[src/rtl/am_match_counter.sv]
// Loadable up/down counter that stops on equality with a programmed reference word.
// Loads and done_ take effect on the next clk edge; eq_/tc_ are combinational; ein_ high freezes counting.
module am_match_counter #(
    parameter int WIDTH = 8
) (
    input  logic             clk,
    input  logic             rst_,
    input  logic [WIDTH-1:0] d,
    input  logic             load_,
    input  logic             ldref_,
    input  logic             start_,
    input  logic             cnt_en_,
    input  logic             up,
    input  logic             ein_,
    output logic [WIDTH-1:0] q,
    output logic             eq_,
    output logic             tc_,
    output logic             done_,
    output logic             busy
);

    typedef enum logic [1:0] {
        S_IDLE  = 2'd0,
        S_RUN   = 2'd1,
        S_MATCH = 2'd2
    } state_t;

    localparam logic [WIDTH-1:0] ONE = WIDTH'(1);

    state_t           state_q, state_d;
    logic [WIDTH-1:0] q_q, q_d;
    logic [WIDTH-1:0] ref_q, ref_d;
    logic             done_q, done_d;
    logic [WIDTH-1:0] cnt_nxt;
    logic             count_en;

    assign count_en = ~cnt_en_ & ~ein_;
    assign cnt_nxt  = up ? (q_q + ONE) : (q_q - ONE);

    // Match decisions always compare against ref_q, so a same-edge ldref_ sees the old reference.
    always_comb begin
        state_d = state_q;
        q_d     = q_q;
        ref_d   = ref_q;
        done_d  = done_q;

        if (!ldref_) begin
            ref_d = d;
        end

        if (!load_) begin
            q_d     = d;
            state_d = S_IDLE;
            done_d  = 1'b1;
        end else begin
            case (state_q)
                S_IDLE: begin
                    if (!start_) begin
                        if (q_q == ref_q) begin
                            state_d = S_MATCH;
                            done_d  = 1'b0;
                        end else begin
                            state_d = S_RUN;
                        end
                    end
                end
                S_RUN: begin
                    if (count_en) begin
                        q_d = cnt_nxt;
                        if (cnt_nxt == ref_q) begin
                            state_d = S_MATCH;
                            done_d  = 1'b0;
                        end
                    end
                end
                S_MATCH: begin
                    if (!start_) begin
                        state_d = S_RUN;
                        done_d  = 1'b1;
                    end
                end
                default: begin
                    state_d = S_IDLE;
                    done_d  = 1'b1;
                end
            endcase
        end
    end

    always_ff @(posedge clk or negedge rst_) begin
        if (!rst_) begin
            state_q <= S_IDLE;
            q_q     <= '0;
            ref_q   <= '0;
            done_q  <= 1'b1;
        end else begin
            state_q <= state_d;
            q_q     <= q_d;
            ref_q   <= ref_d;
            done_q  <= done_d;
        end
    end

    assign q     = q_q;
    assign done_ = done_q;
    assign busy  = (state_q == S_RUN);
    assign eq_   = ein_ | (q_q != ref_q);
    assign tc_   = ~(count_en & (up ? (&q_q) : ~(|q_q)));

endmodule

[config.mk]
export PLATFORM = sky130hd
export DESIGN_NAME = am_match_counter
export DESIGN_NICKNAME = d
export VERILOG_FILES = /design/src/rtl/am_match_counter.sv
export SDC_FILE = /design/constraint.sdc
export NUM_CORES = 1
export LEC_CHECK = 0
export ABC_CLOCK_PERIOD_IN_PS = 2800
export CORE_ASPECT_RATIO = 0.9
export CORE_MARGIN = 4
export CORE_UTILIZATION = 52
export CTS_CLUSTER_DIAMETER = 50
export DETAILED_ROUTE_END_ITERATION = 10
export GPL_TIMING_DRIVEN = 0
export PLACE_DENSITY = 0.8
export SKIP_CTS_REPAIR_TIMING = 1
export SYNTH_ARGS = -nofsm -noshare
export SYNTH_HDL_FRONTEND = slang
export SYNTH_SLANG_ARGS = --single-unit
[constraint.sdc]
create_clock -name clk -period 2.8 [get_ports clk]
set_input_delay 0.56 -clock clk [delete_from_list [all_inputs] [get_ports clk]]
set_output_delay 0.56 -clock clk [all_outputs]
set_load 0.01 [all_outputs]
==> impl_metrics.py <==
metrics = {
    "setup_path": {
        "r2r-end": "state_q[1]",
        "r2r_cells": 8,
        "slowest_delay_ps": 480,
        "start_kind": "flop",
        "cpLargestDelayFamily": "buffers and inverters",
        "path_max_fanout": 9,
        "cp.required_ps": 2240,
        "cp-end-kind": "output pin",
        "crit_chain": "buf_2 > xnor2_1 > nand4_1 > or3_1 > clkdlybuf4s50_1",
        "reg2reg_slack_ps": 310,
        "cp_data_arrival_time_ps": 2080,
        "path_buf_inv": 2,
        "cpMaxStageDelayCell": "clkdlybuf4s50_1",
        "crit_type": "flop to output pin",
        "r2r_start": "q[0]",
    },
    "logic_synthesis": {
        "synthDistinctLibCells": 42,
        "ys_top_cells_by_area": "dfrtp_1 31%, xnor2_1 11%, mux2_2 6.1%",
        "synthSimpleGateAreaFrac": 0.177,
        "synthAdderAreaFrac": 0.0648,
        "synthCells": 160,
        "synth_mux_area_frac": 0.0751,
        "synth_xor_xnor_area_share": 0.151,
        "ys_seq_area_frac": 0.325,
        "yosysTopAreaCellShare": 0.307,
        "synth_fp_nets": 183,
        "synth_compound_area_frac": 0.168,
        "avgSynthCellArea_um2": 9.17,
        "ys_warn_count": 0,
        "syn-cell-area_um2": 1470,
        "async_reset_ff_frac": 1.00,
        "synth-edff-count": 0,
        "synth-seq-cells": 19,
        "synth_top_area_cell": "dfrtp_1",
        "ys.flop_type": "dfrtp_1",
        "synth_top_family_by_area": "simple AND/OR/NAND/NOR gates",
    },
    "cts": {
        "numCtsBuffers": 3,
        "cts-root-buf": "clkbuf_4",
        "clkSlewWorstSetupHoldPaths_ps": 120,
        "cts_tree": "done",
        "h-tree-depth": 1,
        "clk_latency_ps": 310,
        "clock_sinks": 19,
        "cts.path.max_buffers": 2,
    },
    "outcome": {
        "status": "complete, no violations",
    },
    "power_and_ir_drop": {
        "peakVddDrop_uv": 301,
        "switchingPower_uw": 325,
        "p_per_area_nw_per_um2": 485,
        "swShare": 0.370,
        "power.leakage_nw": 0.738,
        "total_power_uw": 878,
        "combPwrFrac": 0.439,
        "pwr-share-clk": 0.169,
        "p_int_uw": 554,
        "seq_power_share": 0.393,
    },
    "finish": {
        "area_growth_pct": 23.5,
        "n_antenna_cell": 0,
        "fin_cells": 227,
        "multiInputGateArea_um2": 951,
        "n_fill_cell": 225,
        "drive_gt1_frac": 0.132,
        "final_common_cell": "clkdlybuf4s50_1",
        "regArea_um2": 477,
        "final_cell_mix": "24 x clkdlybuf4s50_1, 19 x nor2_1, 19 x xnor2_1",
        "final_area_um2": 1810,
        "fin_nets": 213,
    },
    "die": {
        "io_pins": 28,
        "start_util": 0.570,
        "die_height_um": 58.4,
        "die-area_um2": 3730,
        "std_cell_rows": 17,
        "die_x_um": 64.0,
        "core_um2": 2570,
    },
    "routing": {
        "wire_per_inst_um": 16.1,
        "drt-vias-per-instance": 5.88,
        "vias": 1334,
        "first_pass_iters": 4,
        "routed_wl_mm": 3.65,
        "drc": 0,
        "drtIter0Drc": 75,
        "ant_nets": 0,
    },
    "global_route": {
        "top_usage_layer": "met2",
        "antenna_found_initial": 0,
        "grt_pass1_wl_mm": 6.29,
        "use_met1": 0.263,
        "met3_usage": 0.0458,
        "grt-ovfl-total": 0,
        "met2_usage": 0.368,
        "grt_pass1_vias": 1341,
        "grt_max_degree": 20,
        "grt_usage": 0.215,
    },
    "min_path": {
        "hold_end": "done_",
        "hold-path-cell-count": 2,
        "hold_start": "done_",
        "hold_class": "flop to flop",
    },
    "timing": {
        "slew_viol_final": 0,
        "worst_pin_slew_ps": 864,
        "setup_viol": 0,
        "rsz0062_at_grt": "no",
        "max_freq_mhz": 379,
        "tns_ps": 0,
        "maxSlewHeadroom": 0.422,
        "hold_violations": 0,
        "period_share": 0.943,
        "period_minus_slack_ps": 2640,
        "finClkSkew_ps": 1.84,
    },
    "placement": {
        "gp_congestion": 0.873,
        "dpl_cell_area_um2": 1760,
        "dpl.hpwl_mm": 2.77,
        "portBuffers": 25,
        "place_inst": 223,
    },
    "job": {
        "drv_cap": 0,
    },
}
## tightest hold or removal path: stages, from the launching register on
cell      delay, ps
dfstp_2         400
nand2_1          50
o211ai_1         70
## worst max path at each step
stage          startpoint          to  cells after the start
6_report         ref_q[6]         eq_                      5
5_1_grt              q[0]         eq_                      4
4_1_cts                up  state_q[0]                      9
3_5_place_dp           up  state_q[0]                     10
3_3_place_gp           up  state_q[0]                     10
2_1_floorplan          up  state_q[1]                      8
## layout make-up
class / count / share of cell area
inverter: 6 / 0.0124
clock buffer: 3 / 0.0124
clock inverter: 1 / 0.00276
tap: 38 / 0.0262
sequential: 19 / 0.263
buffer: 7 / 0.0186
multi-input combinational: 128 / 0.525
timing repair buffer: 25 / 0.140
## routing by layer
layer	vias up	wire length, µm
met3	11	131
met2	35	1840
met4	0	93
met5	-	0
met1	653	1590
li1	635	-
## per-stage QoR
step	hold WS [ps]	util	setup WS (ps)
final	514	0.704	160
after global routing	538	0.704	76.6
after CTS	517	0.696	-108
after detailed placement	499	0.685	-440
after global placement	490	0.685	-371
after floorplan	264	-	540
## flip-flops by register name, summed over array words and instances (netlist names)
name	flops
done_	1
q	8
ref_q	8
state_q	2
## synth_stat cells (all sizes together), types with 3 or more instances
cell / instances
nor2: 19
xnor2: 19
dfrtp: 18
a21oi: 16
mux2: 8
nand2: 8
ha: 6
inv: 6
o21ai: 6
nor4: 5
buf: 4
o21a: 4
a211oi: 3
clkbuf: 3
nand2b: 3
nand3: 3
nand4: 3
nor3: 3
## power by group through the flow
| stage | clock network (mW) | registers (mW) | logic (mW) |
|---|---|---|---|
| after floorplan | 0 | 0.346 | 0.257 |
| after global placement | 0 | 0.346 | 0.355 |
| after detailed placement | 0 | 0.349 | 0.369 |
| after CTS | 0.154 | 0.344 | 0.375 |
| after global routing | 0.167 | 0.350 | 0.423 |
| final | 0.148 | 0.345 | 0.385 |
## cells by family after synthesis
| group | count (synthesis) |
|---|---|
| flip-flops | 19 |
| multiplexers | 10 |
| buffers and inverters | 13 |
| AND/OR/NAND/NOR | 51 |
| AO/OA/AOI/OAI | 38 |
| adder cells (fa/ha/maj) | 7 |
| XOR/XNOR | 22 |
Power figures use the tool's default switching activity.
